[src/rtl/branch_issue_queue_if.sv]
// ---------------------------------------------------------------------------
// branch_issue_queue_if
//  Bundles the dispatch, flag write-back and branch-ALU issue signals of the
//  branch issue queue. Clock and reset are kept as plain ports on the queue.
//  Ports (as seen by the queue, modport slave):
//   iFREE_RESTART              in   sync pipeline flush
//   iDISP_*                    in   dispatch request and op fields
//   oDISP_FULL                 out  queue cannot accept
//   iFLAG_WB_VALID/TAG/DATA    in   flag write-back bus
//   oEX_BRANCH_*               out  registered issue strobe and op fields
//   iEX_BRANCH_LOCK            in   ALU redirect lock
//   oCOUNT                     out  occupied entries
//  modport master is the driving side (dispatch / ALU / testbench).
// ---------------------------------------------------------------------------
interface branch_issue_queue_if #(
  parameter int PTR_W = 2
);
  logic             iFREE_RESTART;
  logic             iDISP_VALID;
  logic [5:0]       iDISP_COMMIT_TAG;
  logic [4:0]       iDISP_CMD;
  logic [3:0]       iDISP_CC;
  logic [31:0]      iDISP_SOURCE;
  logic [31:0]      iDISP_PC;
  logic             iDISP_FLAG_VALID;
  logic [4:0]       iDISP_FLAG;
  logic [5:0]       iDISP_FLAG_TAG;
  logic             oDISP_FULL;
  logic             iFLAG_WB_VALID;
  logic [5:0]       iFLAG_WB_TAG;
  logic [4:0]       iFLAG_WB_DATA;
  logic             oEX_BRANCH_VALID;
  logic [5:0]       oEX_BRANCH_COMMIT_TAG;
  logic [4:0]       oEX_BRANCH_CMD;
  logic [3:0]       oEX_BRANCH_CC;
  logic [4:0]       oEX_BRANCH_FLAG;
  logic [31:0]      oEX_BRANCH_SOURCE;
  logic [31:0]      oEX_BRANCH_PC;
  logic             iEX_BRANCH_LOCK;
  logic [PTR_W:0]   oCOUNT;

  modport master (
    output iFREE_RESTART, iDISP_VALID, iDISP_COMMIT_TAG, iDISP_CMD, iDISP_CC,
           iDISP_SOURCE, iDISP_PC, iDISP_FLAG_VALID, iDISP_FLAG, iDISP_FLAG_TAG,
           iFLAG_WB_VALID, iFLAG_WB_TAG, iFLAG_WB_DATA, iEX_BRANCH_LOCK,
    input  oDISP_FULL, oEX_BRANCH_VALID, oEX_BRANCH_COMMIT_TAG, oEX_BRANCH_CMD,
           oEX_BRANCH_CC, oEX_BRANCH_FLAG, oEX_BRANCH_SOURCE, oEX_BRANCH_PC, oCOUNT
  );

  modport slave (
    input  iFREE_RESTART, iDISP_VALID, iDISP_COMMIT_TAG, iDISP_CMD, iDISP_CC,
           iDISP_SOURCE, iDISP_PC, iDISP_FLAG_VALID, iDISP_FLAG, iDISP_FLAG_TAG,
           iFLAG_WB_VALID, iFLAG_WB_TAG, iFLAG_WB_DATA, iEX_BRANCH_LOCK,
    output oDISP_FULL, oEX_BRANCH_VALID, oEX_BRANCH_COMMIT_TAG, oEX_BRANCH_CMD,
           oEX_BRANCH_CC, oEX_BRANCH_FLAG, oEX_BRANCH_SOURCE, oEX_BRANCH_PC, oCOUNT
  );
endinterface

[src/rtl/branch_issue_queue.sv]
// ---------------------------------------------------------------------------
// branch_issue_queue
//  In-order issue queue for the branch execution unit. Buffers dispatched
//  branch ops, waits for their condition flags (captured from the flag
//  write-back bus), then issues the head op to the branch ALU, one per cycle.
//  Ports:
//   iCLOCK   in  clock
//   iRESET   in  async reset, active-high
//   bus      slave modport of branch_issue_queue_if (dispatch, flag WB,
//            issue, lock, full, count)
//
//  state  | meaning
//  RUN    | normal operation: dispatch accepted when not full, head issues
//  LOCKED | ALU took a redirect: no issue, no dispatch; left only by restart
// ---------------------------------------------------------------------------
module branch_issue_queue #(
  parameter int DEPTH = 4,
  parameter int PTR_W = 2
) (
  input logic iCLOCK,
  input logic iRESET,
  branch_issue_queue_if.slave bus
);

  localparam logic [0:0]     L_STATE_RUN    = 1'b0;
  localparam logic [0:0]     L_STATE_LOCKED = 1'b1;
  localparam logic [PTR_W:0] L_DEPTH        = (PTR_W+1)'(DEPTH);

  logic [0:0]       bState;
  logic [PTR_W-1:0] bWrPtr;
  logic [PTR_W-1:0] bRdPtr;
  logic [PTR_W:0]   bCount;

  logic             bEntValid   [DEPTH];
  logic             bEntFlagRdy [DEPTH];
  logic [4:0]       bEntFlag    [DEPTH];
  logic [5:0]       bEntFlagTag [DEPTH];
  logic [5:0]       bEntTag     [DEPTH];
  logic [4:0]       bEntCmd     [DEPTH];
  logic [3:0]       bEntCc      [DEPTH];
  logic [31:0]      bEntSource  [DEPTH];
  logic [31:0]      bEntPc      [DEPTH];

  logic             bExValid;
  logic [5:0]       bExTag;
  logic [4:0]       bExCmd;
  logic [3:0]       bExCc;
  logic [4:0]       bExFlag;
  logic [31:0]      bExSource;
  logic [31:0]      bExPc;

  logic             full;
  logic             dispAccept;
  logic             issueGo;
  logic             dispWake;

  assign full       = (bCount == L_DEPTH) || (bState == L_STATE_LOCKED);
  assign dispAccept = bus.iDISP_VALID && !full;
  // Head readiness comes from registered flag_rdy, so a wakeup at this edge
  // can only lead to an issue at the next edge.
  assign issueGo    = bEntValid[bRdPtr] && bEntFlagRdy[bRdPtr] &&
                      (bState == L_STATE_RUN) && !bus.iEX_BRANCH_LOCK;
  // An op arriving with unresolved flags can still catch a same-cycle write-back.
  assign dispWake   = !bus.iDISP_FLAG_VALID && bus.iFLAG_WB_VALID &&
                      (bus.iFLAG_WB_TAG == bus.iDISP_FLAG_TAG);

  always_ff @(posedge iCLOCK or posedge iRESET) begin
    if (iRESET) begin
      bState    <= L_STATE_RUN;
      bWrPtr    <= '0;
      bRdPtr    <= '0;
      bCount    <= '0;
      bExValid  <= 1'b0;
      bExTag    <= '0;
      bExCmd    <= '0;
      bExCc     <= '0;
      bExFlag   <= '0;
      bExSource <= '0;
      bExPc     <= '0;
      for (int i = 0; i < DEPTH; i++) begin
        bEntValid[i]   <= 1'b0;
        bEntFlagRdy[i] <= 1'b0;
        bEntFlag[i]    <= '0;
        bEntFlagTag[i] <= '0;
        bEntTag[i]     <= '0;
        bEntCmd[i]     <= '0;
        bEntCc[i]      <= '0;
        bEntSource[i]  <= '0;
        bEntPc[i]      <= '0;
      end
    end else if (bus.iFREE_RESTART) begin
      bState    <= L_STATE_RUN;
      bWrPtr    <= '0;
      bRdPtr    <= '0;
      bCount    <= '0;
      bExValid  <= 1'b0;
      bExTag    <= '0;
      bExCmd    <= '0;
      bExCc     <= '0;
      bExFlag   <= '0;
      bExSource <= '0;
      bExPc     <= '0;
      for (int i = 0; i < DEPTH; i++) begin
        bEntValid[i]   <= 1'b0;
        bEntFlagRdy[i] <= 1'b0;
      end
    end else begin
      for (int i = 0; i < DEPTH; i++) begin
        if (bus.iFLAG_WB_VALID && bEntValid[i] && !bEntFlagRdy[i] &&
            (bEntFlagTag[i] == bus.iFLAG_WB_TAG)) begin
          bEntFlagRdy[i] <= 1'b1;
          bEntFlag[i]    <= bus.iFLAG_WB_DATA;
        end
      end

      // The write slot is never a valid entry when dispatch is accepted, so
      // this cannot collide with the wakeup loop above or the pop below.
      if (dispAccept) begin
        bEntValid[bWrPtr]   <= 1'b1;
        bEntFlagRdy[bWrPtr] <= bus.iDISP_FLAG_VALID || dispWake;
        bEntFlag[bWrPtr]    <= bus.iDISP_FLAG_VALID ? bus.iDISP_FLAG : bus.iFLAG_WB_DATA;
        bEntFlagTag[bWrPtr] <= bus.iDISP_FLAG_TAG;
        bEntTag[bWrPtr]     <= bus.iDISP_COMMIT_TAG;
        bEntCmd[bWrPtr]     <= bus.iDISP_CMD;
        bEntCc[bWrPtr]      <= bus.iDISP_CC;
        bEntSource[bWrPtr]  <= bus.iDISP_SOURCE;
        bEntPc[bWrPtr]      <= bus.iDISP_PC;
        bWrPtr              <= bWrPtr + PTR_W'(1);
      end

      bExValid <= issueGo;
      if (issueGo) begin
        bEntValid[bRdPtr] <= 1'b0;
        bRdPtr            <= bRdPtr + PTR_W'(1);
        bExTag            <= bEntTag[bRdPtr];
        bExCmd            <= bEntCmd[bRdPtr];
        bExCc             <= bEntCc[bRdPtr];
        bExFlag           <= bEntFlag[bRdPtr];
        bExSource         <= bEntSource[bRdPtr];
        bExPc             <= bEntPc[bRdPtr];
      end

      case ({dispAccept, issueGo})
        2'b10:   bCount <= bCount + (PTR_W+1)'(1);
        2'b01:   bCount <= bCount - (PTR_W+1)'(1);
        default: bCount <= bCount;
      endcase

      if ((bState == L_STATE_RUN) && bus.iEX_BRANCH_LOCK) begin
        bState <= L_STATE_LOCKED;
      end
    end
  end

  assign bus.oDISP_FULL            = full;
  assign bus.oCOUNT                = bCount;
  assign bus.oEX_BRANCH_VALID      = bExValid;
  assign bus.oEX_BRANCH_COMMIT_TAG = bExTag;
  assign bus.oEX_BRANCH_CMD        = bExCmd;
  assign bus.oEX_BRANCH_CC         = bExCc;
  assign bus.oEX_BRANCH_FLAG       = bExFlag;
  assign bus.oEX_BRANCH_SOURCE     = bExSource;
  assign bus.oEX_BRANCH_PC         = bExPc;

endmodule
[src/flat_wrapper.sv]
// flat-port wrapper written by rule: the top's interface ports become plain ports
module branch_issue_queue_flat 
#(
  parameter int DEPTH = 4,
  parameter int PTR_W = 2
)
  (iCLOCK, iRESET, bus_iFREE_RESTART, bus_iDISP_VALID, bus_iDISP_COMMIT_TAG, bus_iDISP_CMD, bus_iDISP_CC, bus_iDISP_SOURCE, bus_iDISP_PC, bus_iDISP_FLAG_VALID, bus_iDISP_FLAG, bus_iDISP_FLAG_TAG, bus_iFLAG_WB_VALID, bus_iFLAG_WB_TAG, bus_iFLAG_WB_DATA, bus_iEX_BRANCH_LOCK, bus_oDISP_FULL, bus_oEX_BRANCH_VALID, bus_oEX_BRANCH_COMMIT_TAG, bus_oEX_BRANCH_CMD, bus_oEX_BRANCH_CC, bus_oEX_BRANCH_FLAG, bus_oEX_BRANCH_SOURCE, bus_oEX_BRANCH_PC, bus_oCOUNT);
  branch_issue_queue_if #(.PTR_W(PTR_W)) bus_i ();
  input logic iCLOCK;
  input logic iRESET;
  input wire logic [$bits(bus_i.iFREE_RESTART)-1:0] bus_iFREE_RESTART;
  input wire logic [$bits(bus_i.iDISP_VALID)-1:0] bus_iDISP_VALID;
  input wire logic [$bits(bus_i.iDISP_COMMIT_TAG)-1:0] bus_iDISP_COMMIT_TAG;
  input wire logic [$bits(bus_i.iDISP_CMD)-1:0] bus_iDISP_CMD;
  input wire logic [$bits(bus_i.iDISP_CC)-1:0] bus_iDISP_CC;
  input wire logic [$bits(bus_i.iDISP_SOURCE)-1:0] bus_iDISP_SOURCE;
  input wire logic [$bits(bus_i.iDISP_PC)-1:0] bus_iDISP_PC;
  input wire logic [$bits(bus_i.iDISP_FLAG_VALID)-1:0] bus_iDISP_FLAG_VALID;
  input wire logic [$bits(bus_i.iDISP_FLAG)-1:0] bus_iDISP_FLAG;
  input wire logic [$bits(bus_i.iDISP_FLAG_TAG)-1:0] bus_iDISP_FLAG_TAG;
  input wire logic [$bits(bus_i.iFLAG_WB_VALID)-1:0] bus_iFLAG_WB_VALID;
  input wire logic [$bits(bus_i.iFLAG_WB_TAG)-1:0] bus_iFLAG_WB_TAG;
  input wire logic [$bits(bus_i.iFLAG_WB_DATA)-1:0] bus_iFLAG_WB_DATA;
  input wire logic [$bits(bus_i.iEX_BRANCH_LOCK)-1:0] bus_iEX_BRANCH_LOCK;
  output wire logic [$bits(bus_i.oDISP_FULL)-1:0] bus_oDISP_FULL;
  output wire logic [$bits(bus_i.oEX_BRANCH_VALID)-1:0] bus_oEX_BRANCH_VALID;
  output wire logic [$bits(bus_i.oEX_BRANCH_COMMIT_TAG)-1:0] bus_oEX_BRANCH_COMMIT_TAG;
  output wire logic [$bits(bus_i.oEX_BRANCH_CMD)-1:0] bus_oEX_BRANCH_CMD;
  output wire logic [$bits(bus_i.oEX_BRANCH_CC)-1:0] bus_oEX_BRANCH_CC;
  output wire logic [$bits(bus_i.oEX_BRANCH_FLAG)-1:0] bus_oEX_BRANCH_FLAG;
  output wire logic [$bits(bus_i.oEX_BRANCH_SOURCE)-1:0] bus_oEX_BRANCH_SOURCE;
  output wire logic [$bits(bus_i.oEX_BRANCH_PC)-1:0] bus_oEX_BRANCH_PC;
  output wire logic [$bits(bus_i.oCOUNT)-1:0] bus_oCOUNT;
  assign bus_i.iFREE_RESTART = bus_iFREE_RESTART;
  assign bus_i.iDISP_VALID = bus_iDISP_VALID;
  assign bus_i.iDISP_COMMIT_TAG = bus_iDISP_COMMIT_TAG;
  assign bus_i.iDISP_CMD = bus_iDISP_CMD;
  assign bus_i.iDISP_CC = bus_iDISP_CC;
  assign bus_i.iDISP_SOURCE = bus_iDISP_SOURCE;
  assign bus_i.iDISP_PC = bus_iDISP_PC;
  assign bus_i.iDISP_FLAG_VALID = bus_iDISP_FLAG_VALID;
  assign bus_i.iDISP_FLAG = bus_iDISP_FLAG;
  assign bus_i.iDISP_FLAG_TAG = bus_iDISP_FLAG_TAG;
  assign bus_i.iFLAG_WB_VALID = bus_iFLAG_WB_VALID;
  assign bus_i.iFLAG_WB_TAG = bus_iFLAG_WB_TAG;
  assign bus_i.iFLAG_WB_DATA = bus_iFLAG_WB_DATA;
  assign bus_i.iEX_BRANCH_LOCK = bus_iEX_BRANCH_LOCK;
  assign bus_oDISP_FULL = bus_i.oDISP_FULL;
  assign bus_oEX_BRANCH_VALID = bus_i.oEX_BRANCH_VALID;
  assign bus_oEX_BRANCH_COMMIT_TAG = bus_i.oEX_BRANCH_COMMIT_TAG;
  assign bus_oEX_BRANCH_CMD = bus_i.oEX_BRANCH_CMD;
  assign bus_oEX_BRANCH_CC = bus_i.oEX_BRANCH_CC;
  assign bus_oEX_BRANCH_FLAG = bus_i.oEX_BRANCH_FLAG;
  assign bus_oEX_BRANCH_SOURCE = bus_i.oEX_BRANCH_SOURCE;
  assign bus_oEX_BRANCH_PC = bus_i.oEX_BRANCH_PC;
  assign bus_oCOUNT = bus_i.oCOUNT;
  branch_issue_queue #(.DEPTH(DEPTH), .PTR_W(PTR_W)) u_core (.iCLOCK(iCLOCK), .iRESET(iRESET), .bus(bus_i));
endmodule
[config.mk]
export PLATFORM = sky130hd
export DESIGN_NAME = branch_issue_queue_flat
export DESIGN_NICKNAME = d
export VERILOG_FILES = /design/src/rtl/branch_issue_queue_if.sv /design/src/rtl/branch_issue_queue.sv /design/src/flat_wrapper.sv
export SDC_FILE = /design/constraint.sdc
export NUM_CORES = 1
export LEC_CHECK = 0
export ABC_AREA = 1
export CAP_MARGIN = 20
export CORE_MARGIN = 1.5
export CORE_UTILIZATION = 61
export CTS_BUF_LIST = sky130_fd_sc_hd__clkbuf_8
export DETAILED_ROUTE_END_ITERATION = 10
export GPL_TIMING_DRIVEN = 0
export PLACE_DENSITY = 0.83
export SYNTH_ARGS = -nofsm -noshare
export SYNTH_HDL_FRONTEND = slang
export SYNTH_SLANG_ARGS = --single-unit
[constraint.sdc]
create_clock -name iCLOCK -period 33.2 [get_ports iCLOCK]
set_clock_uncertainty 0.15 [all_clocks]
set_input_delay 4.98 -clock iCLOCK [delete_from_list [all_inputs] [get_ports iCLOCK]]
set_output_delay 4.98 -clock iCLOCK [all_outputs]
set_load 0.02 [all_outputs]
# Word-level counts from Yosys, hierarchy flattened
# Cells that the tools add are included.
# W data, S select, Z words.
op_classes:
  addsub: 4
  magnitude_cmp: 4
  n_eq_ne: 8
  muxes: 89
  bitwise_logic: 7
  n_reduce_logical: 35
op_table:
  columns: ["op", "n"]
  rows:
  - ["$mux W32", 9]
  - ["$bwmux W128", 2]
  - ["$bmux W32 S2", 2]
  - ["$mux W5", 18]
  - ["$demux W32 S2", 1]
  - ["$bwmux W24", 2]
  - ["$mux W4", 11]
  - ["$bwmux W20", 2]
  - ["$eq A6 B6 Y1", 5]
  - ["$mux W6", 5]
  - ["$logic_and A1 B1 Y1", 21]
  - ["$bmux W5 S2", 2]
  - ["$mux W20", 1]
  - ["$mux W1", 17]
  - ["$bwmux W16", 1]
  - ["$bmux W6 S2", 1]
  - ["$demux W6 S2", 1]
  - ["$demux W5 S2", 1]
  - ["$bmux W4 S2", 1]
  - ["$demux W4 S2", 1]
  - ["$mux W2", 4]
  - ["$logic_not A1 Y1", 7]
  - ["$ge A3 B3 Y1 const B", 2]
  - ["$lt A3 B1 Y1 const B", 2]
  - ["other kinds (20)", 28]
word_totals:
  ff_bits: 461
  input_bits: 108
  out_inout_bits: 89
  word_cells: 194

# Longest topological paths before layout
# Gate-level depths: netlist (run 1).
logic_depth:
  word_depth: 11
  ltp_mapped: 14
  mapped_depth_nobuf: 12

# Least setup slack after synthesis (run 1)
# Ideal clock, no wire load.
synth_path:
  path_type: "input-to-reg"
  startpoint: "in bus_iDISP_VALID"
  endpoint: "reg u_core.bCount[2], in the netlist u_core.bus.oCOUNT[2]"
  setup_time_ps: 117
  arrival_time_ps: 6158
  required_ps: 32933
  path_slack_ps: 26775
  cell_stages: 10
  path_buffers: 0
  cell_sequence: "nand3_1 -> inv_1 -> nor2_1 -> fa_1 -> xor2_1 -> inv_1 -> nand2_1 -> nand2_1 -> nand2_1 -> nand2_1"
synth_between:
  elab_chain_cells: 4
  elab_cells_between_ends: 6
  classes_between: "eq/ne (2); mux (2); reduce/logical (2)"
synth_rtl:
  columns: ["item", "line", "text"]
  rows:
  - ["from (decl)", "flat_wrapper.sv:12", "input wire logic [$bits(bus_i.iDISP_VALID)-1:0] bus_iDISP_VALID;"]
  - ["$logic_and A1 B1 Y1 *", "branch_issue_queue.sv:58", "assign dispAccept = bus.iDISP_VALID && !full;"]
  - ["$eq A2 B1 Y1 or $eq A2 B2 Y1 (tied branches)", "branch_issue_queue.sv:143", "case ({dispAccept, issueGo})"]
  - ["$pmux W3 S2", "branch_issue_queue.sv:143", null]
  - ["$mux W3", "branch_issue_queue.sv:91", "end else if (bus.iFREE_RESTART) begin"]
  - ["to (signal assigned)", "branch_issue_queue.sv:144", "2'b10: bCount <= bCount + (PTR_W+1)'(1);"]
  - ["to (signal assigned)", "branch_issue_queue.sv:145", "2'b01: bCount <= bCount - (PTR_W+1)'(1);"]
  - ["to (signal assigned)", "branch_issue_queue.sv:146", "default: bCount <= bCount;"]
  - ["to (decl)", "branch_issue_queue.sv:32", "logic [PTR_W:0] bCount;"]
# Mark *: on every way between the ends. The rest lies on a longest branch, timed or not.
# A chain may end at the register's enable or synchronous reset.

# Worst setup path after layout (run 1)
layout_path:
  startpoint: "reg u_core.bCount[0], in the netlist u_core.bus.oCOUNT[0]"
  endpoint: "out bus_oDISP_FULL"
layout_between:
  elab_chain_cells: 2
layout_rtl:
  columns: ["item", "line", "text"]
  rows:
  - ["$eq A3 B3 Y1", "branch_issue_queue.sv:57", "assign full = (bCount == L_DEPTH) || (bState == L_STATE_LOCKED);"]
  - ["$logic_or A1 B1 Y1", "branch_issue_queue.sv:57", null]
  - ["to (decl)", "flat_wrapper.sv:25", "output wire logic [$bits(bus_i.oDISP_FULL)-1:0] bus_oDISP_FULL;"]
# No other way between the ends.

==> results of run 1 <==
[logic make-up (layout without fill, tap and decap cells)]
family	count (synthesis)	count (layout)
AOI/OAI and AO/OA	630	630
DFF	461	461
muxes	5	5
buffers and inverters	275	606
xor gates and xnor gates	25	25
and+or+nand+nor	902	902
adders and majority gates	9	9
[sequential cells by signal, indices dropped and copies added (netlist names)]
signal and cells:
u_core.bEntCc 16, u_core.bEntCmd 20, u_core.bEntFlag 20, u_core.bEntFlagRdy 4
u_core.bEntFlagTag 24, u_core.bEntPc 128, u_core.bEntSource 128, u_core.bEntTag 24
u_core.bEntValid 4, u_core.bRdPtr 2, u_core.bState 1, u_core.bWrPtr 2
u_core.bus.oCOUNT 3, u_core.bus.oEX_BRANCH_CC 4, u_core.bus.oEX_BRANCH_CMD 5, u_core.bus.oEX_BRANCH_COMMIT_TAG 6
u_core.bus.oEX_BRANCH_FLAG 5, u_core.bus.oEX_BRANCH_PC 32, u_core.bus.oEX_BRANCH_SOURCE 32, u_core.bus.oEX_BRANCH_VALID 1
[worst max-delay path by stage]
stage	start	end	slack (ns)	depth (start not counted)
after CTS	u_core.bus.oCOUNT[0]	bus_oDISP_FULL	26.11	4
final	u_core.bus.oCOUNT[0]	bus_oDISP_FULL	26.12	4
after detailed placement	bus_iDISP_VALID	u_core.bEntCc[4]	25.88	7
after global placement	iRESET	u_core.bus.oEX_BRANCH_SOURCE[18]	10.59	2
after floorplan	iRESET	u_core.bEntCc[0]	15.22	1
after global routing	u_core.bus.oCOUNT[0]	bus_oDISP_FULL	26.03	4
[per-layer routing]
metal,global-route usage,up-vias,share of wire
met3,0.0840,197,0.11
met2,0.547,1168,0.44
met1,0.509,9119,0.40
li1,-,8263,-
met5,0,-,0
met4,0.170,0,0.047
[power groups by stage]
stage | Sequential, mW | Clock, mW | Combinational [mW]
2_1_floorplan | 0.723 | 0 | 0.161
3_3_place_gp | 0.733 | 0 | 0.213
3_5_place_dp | 0.736 | 0 | 0.226
4_1_cts | 0.728 | 0.497 | 0.227
5_1_grt | 0.741 | 0.525 | 0.260
6_report | 0.731 | 0.494 | 0.228
[cell usage in the layout (no fill, tap or decap), drive strengths merged]
master         instances
nor2                  27
nand2                731
dfrtp                461
ha                     8
o21ai                435
buf                   80
clkinvlp               3
clkinv                11
or2                    2
nand3                141
xor2                   5
fa                     1
a21oi                111
mux2i                  5
clkdlybuf4s50        188
clkbuf               186
a32o                  84
xnor2                 20
nand4                  1
inv                  138
[critical path, stage by stage, from the launching register on]
cell	delay (ns)
dfrtp_1	0.46
nor2_1	0.13
nand2_1	0.08
nand2_1	0.08
clkdlybuf4s50_1	0.60
[final cells by class]
class                           count  area share
Multi-Input combinational cell   1571       0.311
Clock inverter                     45     0.00926
Clock buffer                       95      0.0538
Timing Repair Buffer              191      0.0808
Buffer                            168      0.0311
Tap cell                          442      0.0227
Inverter                          107      0.0168
Sequential cell                   461       0.474
==> results.md, run 1 <==
- DP HPWL: 41500 um
- Final min period: 7.08 ns
- Final WL: 61300 um
- Mux contribution to synthesized area: 0.00247
- Clock Power Share: 0.340
- Worst relative slew slack: 0.435
- Multi-input logic area: 7570 sq um
- Port bufs: 188
- Global route total overflow: 0
- Clock buffer count from CTS: 75
- RSZ-0062 raised after global routing: false
- Setup slack, reg-to-reg: 30.50 ns
- First-pass GRT wire length: 96600 um
- Cell area after synthesis: 20300 sq um
- Synth top area cells: dfrtp_1, nand2_1, o21ai_0
- Leading area contributor after synthesis: dfrtp_1
- Clk pin slew, worst setup/hold paths: 0.06 ns
- Num Clock Sinks: 461
- Pwr/cell area: 59.8 nW/um^2
- Part of the cycle the worst path needs: 0.213
- Wirelength per Cell: 19.9 um
- Worst path required time: 28.07 ns
- Syn_nets: 2424
- Count leader, synth: nand2_1
- Sequential share of power: 0.503
- Synth Warn #: 0
- Synth cell types: 24
- Max-cap violation count: 0
- Final Util: 0.746
- Worst path arrival time: 1.95 ns
- EDFF count, synth: 0
- Final TNS setup: 0 ns
- Switching share of total power: 0.293
- Finished Layout Cells: 3080
- PostCTS Resize Cnt: 0
- CTS Hold Buffers Added: 0
- Routed vias/inst: 6.09
- Most frequent cells after synthesis: nand2_1, dfrtp_1, o21ai_0, nand3_1, a21oi_1
- Initial antenna violation count: 0
- Die height: 185 um
- Nets: 2692
- Internal power: 1.03 mW
- I/O Pins: 197
- Floorplan core area: 32600 sq um
- Fin area: 24300 sq um
- Critical path class: reg2out
- P_leak: 11.4 nW
- Cells after Synth: 2307
- Complex-gate fraction of the synthesized area: 0.176
- Setup repair bufs after CTS: 0
- Worst-path maximum fanout: 5
- GP Congestion: 0.989
- Final setup vio count: 0
- End of the worst hold path: u_core.bEntPc[107]
- Tot Pwr: 1.45 mW
- CTS max path bufs: 3
- Largest family of logic cells by synthesized area: simple AND/OR/NAND/NOR gates
- Critical Path Sink Type: output port
- Net switching power: 425 uW
- Filler cells: 2363
- CTS H-Tree Depth: 3
- Diodes inserted: 0
- Post-Synth Simple-Gate Area: 0.178
- Startpoint Class: flip-flop
- Worst r2r path cells: 8
- Hold slack final: 0.334 ns
- Worst r2r dst: u_core.bEntSource[37]
- Reg area: 11500 sq um
- Layout cells sized above 1: 0.0728
- Xor-xnor portion of the synthesized cell area: 0.0108
- Inst Count DP: 2940
- Vias in the first global route: 18300
- CTS Root Cell: clkbuf_8
- # rows: 66
- DRT iter0 DRCs: 2312
- Sequential fraction of the synthesis area: 0.569
- Worst min path class: reg2reg
- Comb power frac: 0.157
- Status: finished clean
- Syn Area/Cell: 8.78 sq um
- Yosys reg bits: 461
- Hold Vio Cnt, Final: 0
- Initial Utilization: 0.621
- Die Area: 34300 sq um
- Synth Area in Adders: 0.00593
- PnR worst setup slack: 26.12 ns
- Setup WS pre-CTS: 25.88 ns
- Placed Area: 22800 sq um
- Antenna-violating nets left: 0
- Pin slew with the least headroom to its limit: 0.847 ns
- Async SR Flop Fraction: 1.00
- Post-synth top area share: 0.569
- Hold Startpoint: u_core.bEntPc[107]
- Skew-Pair Late Insertion Delay: 0.60 ns
- Worst reg2reg path startpoint: u_core.bus.oCOUNT[0]
- Fmax: 0.141 GHz
- Area Overhead vs Synth: 20.0%
- Die W: 185 um
- Hold path cells: 2
- DR vias: 18700
- Drt pass-1 iters: 7
- Worst VDD drop: 0.0421 mV
- Total track usage: 0.365
- Drt drc: 0
- Largest net degree at the start of global routing: 133
- Fin. max-slew vios: 0
- CTS tree: built
- Main flop type after synthesis: dfrtp_1
Note: power is estimated with default switching activity, not from simulation.
==> run 2: changes to the inputs <==
- CORE_UTILIZATION: 61 -> 59
- PLACE_DENSITY: 0.83 -> 0.81
- clock period: 33.2 -> 7.25 ns (I/O delays scaled with it)
==> run 2 against run 1 <==
Net effect:
- clock-buffer cell count down 1
- sequential cell count unchanged
- critical path depth unchanged
- via count up 0.37%
- routed wire length up 3.9%
- sequential power rose to 4.6 times the previous value
- core utilization down 2.0 points
- register-to-register slack worse by 26 ns
- non-clock buffer count up 9
- die area up 3.3%
- largest power group unchanged
- highest routed layer is now met5
==> results.md, run 2 (synthesis gave the netlist of run 1 again) <==
- Initial antenna violation count: 1 (+1)
- DR vias: 18800 (+0.37%)
- Hold Vio Cnt, Final: 0 (unchanged)
- Final Util: 0.726 (-0.0200)
- Wirelength per Cell: 20.7 um (+3.8%)
- Port bufs: 188 (unchanged)
- Worst path arrival time: 1.95 ns (about the same)
- I/O Pins: 197 (unchanged)
- Comb power frac: 0.158 (about the same)
- Largest net degree at the start of global routing: 44 (-67%)
- Sequential share of power: 0.501 (-0.002)
- Worst VDD drop: 0.226 mV (+440%)
- GP Congestion: 0.947 (-4.3%)
- DP HPWL: 43400 um (+4.6%)
- Clock Power Share: 0.341 (about the same)
- Worst min path class: reg2reg
- Nets: 2701 (+0.33%)
- DRT iter0 DRCs: 2298 (-0.61%)
- Total track usage: 0.365 (-0.000367)
- CP Launch Point: u_core.bus.oCOUNT[0]
- Critical path class: reg2out
- Layout cells sized above 1: 0.0744 (+0.00160)
- PnR worst setup slack: 4.06 ns (-22.06 ns)
- Die height: 188 um (+1.7%)
- Tot Pwr: 6.70 mW (+360%)
- Critical Path Sink Type: output port
- CTS Root Cell: clkbuf_8
- Status: finished clean
- Worst relative slew slack: 0.449 (+0.0139)
- Worst-path maximum fanout: 5 (unchanged)
- Clock buffer count from CTS: 75 (unchanged)
- Die Area: 35500 sq um (+3.3%)
- Skew-Pair Late Insertion Delay: 0.63 ns (+0.03 ns)
- Final WL: 63800 um (+3.9%)
- P_leak: 11.5 nW (+0.25%)
- Fin. max-slew vios: 0 (unchanged)
- Initial Utilization: 0.601 (-0.0199)
- Internal power: 4.76 mW (+360%)
- RSZ-0062 raised after global routing: false
- Drt drc: 0 (unchanged)
- Clk pin slew, worst setup/hold paths: 0.06 ns (about the same)
- Antenna-violating nets left: 0 (unchanged)
- Placed Area: 23000 sq um (+0.74%)
- Startpoint Class: flip-flop
- Worst path required time: 6.01 ns (-22.06 ns)
- Routed vias/inst: 6.10 (+0.24%)
- Pwr/cell area: 274 nW/um^2 (+360%)
- Global route total overflow: 0 (unchanged)
- # rows: 67 (+1.5%)
- Final min period: 3.19 ns
- Switching share of total power: 0.290 (-0.00306)
- Hold Startpoint: u_core.bEntPc[92]
- CTS Hold Buffers Added: 0 (unchanged)
- Pin slew with the least headroom to its limit: 0.827 ns (-0.0208 ns)
- Net switching power: 1.94 mW (+360%)
- Fin area: 24500 sq um (+0.54%)
- Final setup vio count: 0 (unchanged)
- Largest regs: u_core.bEntPc (128), u_core.bEntSource (128)
- CTS tree: built
- CTS max path bufs: 3 (unchanged)
- Floorplan core area: 33700 sq um (+3.3%)
- Setup slack, reg-to-reg: 4.51 ns (-25.99 ns)
- Setup WS pre-CTS: 3.77 ns (-22.11 ns)
- Area Overhead vs Synth: 20.7%
- CTS H-Tree Depth: 3 (unchanged)
- Setup repair bufs after CTS: 0 (unchanged)
- Most frequent cells in the layout: nand2_1, dfrtp_1, o21ai_0
- PostCTS Resize Cnt: 0 (unchanged)
- Drt pass-1 iters: 6 (-1)
- Leading cell type in the layout, fill and taps excluded: nand2_1
- Die W: 188 um (+1.7%)
- Worst reg2reg path startpoint: u_core.bus.oCOUNT[0]
- Fmax: 0.314 GHz
- Num Clock Sinks: 461 (unchanged)
- Vias in the first global route: 18700 (+2.2%)
- Part of the cycle the worst path needs: 0.440
- First-pass GRT wire length: 101000 um (+4.9%)
- Max-cap violation count: 0 (unchanged)
run 2: worst max-delay path, stage by stage (launching register included):
cell	delay (ns)
dfrtp_1	0.47
nor2_1	0.13
nand2_1	0.07
nand2_1	0.07
clkdlybuf4s50_1	0.60
run 2: final timing paths:
path / end / cells past startpoint
min reg2reg: u_core.bEntPc[92] / 2
min: u_core.bEntPc[92] / 2
max reg2reg: u_core.bEntSource[65] / 8
max: bus_oDISP_FULL / 4
max in group asynchronous: u_core.bEntSource[117] / 6
min in group asynchronous: u_core.bEntPc[30] / 2
run 2: area by class of cell:
type / instances / area, sq um
Antenna cell: 1 / 2.50
Buffer: 168 / 757
Clock buffer: 94 / 1290
Clock inverter: 34 / 199
Fill cell: 2521 / 9250
Inverter: 107 / 405
Multi-Input combinational cell: 1571 / 7570
Sequential cell: 461 / 11500
Tap cell: 448 / 561
Timing Repair Buffer: 200 / 2130
run 2: metrics by stage:
step                      setup TNS, ns  cells  hold slack (ns)
after global placement         -1313.29   2943            0.315
after floorplan                 -104.41   2307            0.303
after global routing                  0   3083            0.347
final                                 0   3084            0.333
after CTS                             0   3083            0.337
after detailed placement              0   2955            0.323
run 2: power by group through the flow:
stage               Combinational, mW  Clock, mW  Sequential, mW
floorplan                       0.736          0            3.31
global placement                0.973          0            3.36
detailed placement               1.04          0            3.37
CTS                              1.05       2.29            3.34
global route                     1.20       2.41            3.40
finish                           1.06       2.29            3.35
run 2: metal layers:
layer,part of all wire,GRT usage,up-vias
li1,-,-,8256
met1,0.40,0.508,9229
met2,0.45,0.549,1133
met3,0.10,0.0862,196
met4,0.043,0.166,2
met5,0.00016,0,-
==> run 3: changes to the inputs <==
- clock period: 7.25 -> 3 ns (I/O delays scaled with it)
==> results of run 3 <==
The final DEF is identical to that of run 2. Status: finished clean.
Among the figures that moved: setup slack after placement 3.77 ns -> 0.157 ns; setup slack after layout 4.06 ns -> 0.265 ns; hold slack 0.333 ns -> 0.150 ns; end point of the critical path bus_oDISP_FULL -> u_core.bEntSource[65]; register-to-register setup slack 4.51 ns -> 0.26 ns; end point of the worst hold path u_core.bEntPc[92] -> u_core.bus.oEX_BRANCH_VALID; total power 6.70 mW -> 16.2 mW; worst IR drop on VDD 0.226 mV -> 0.546 mV
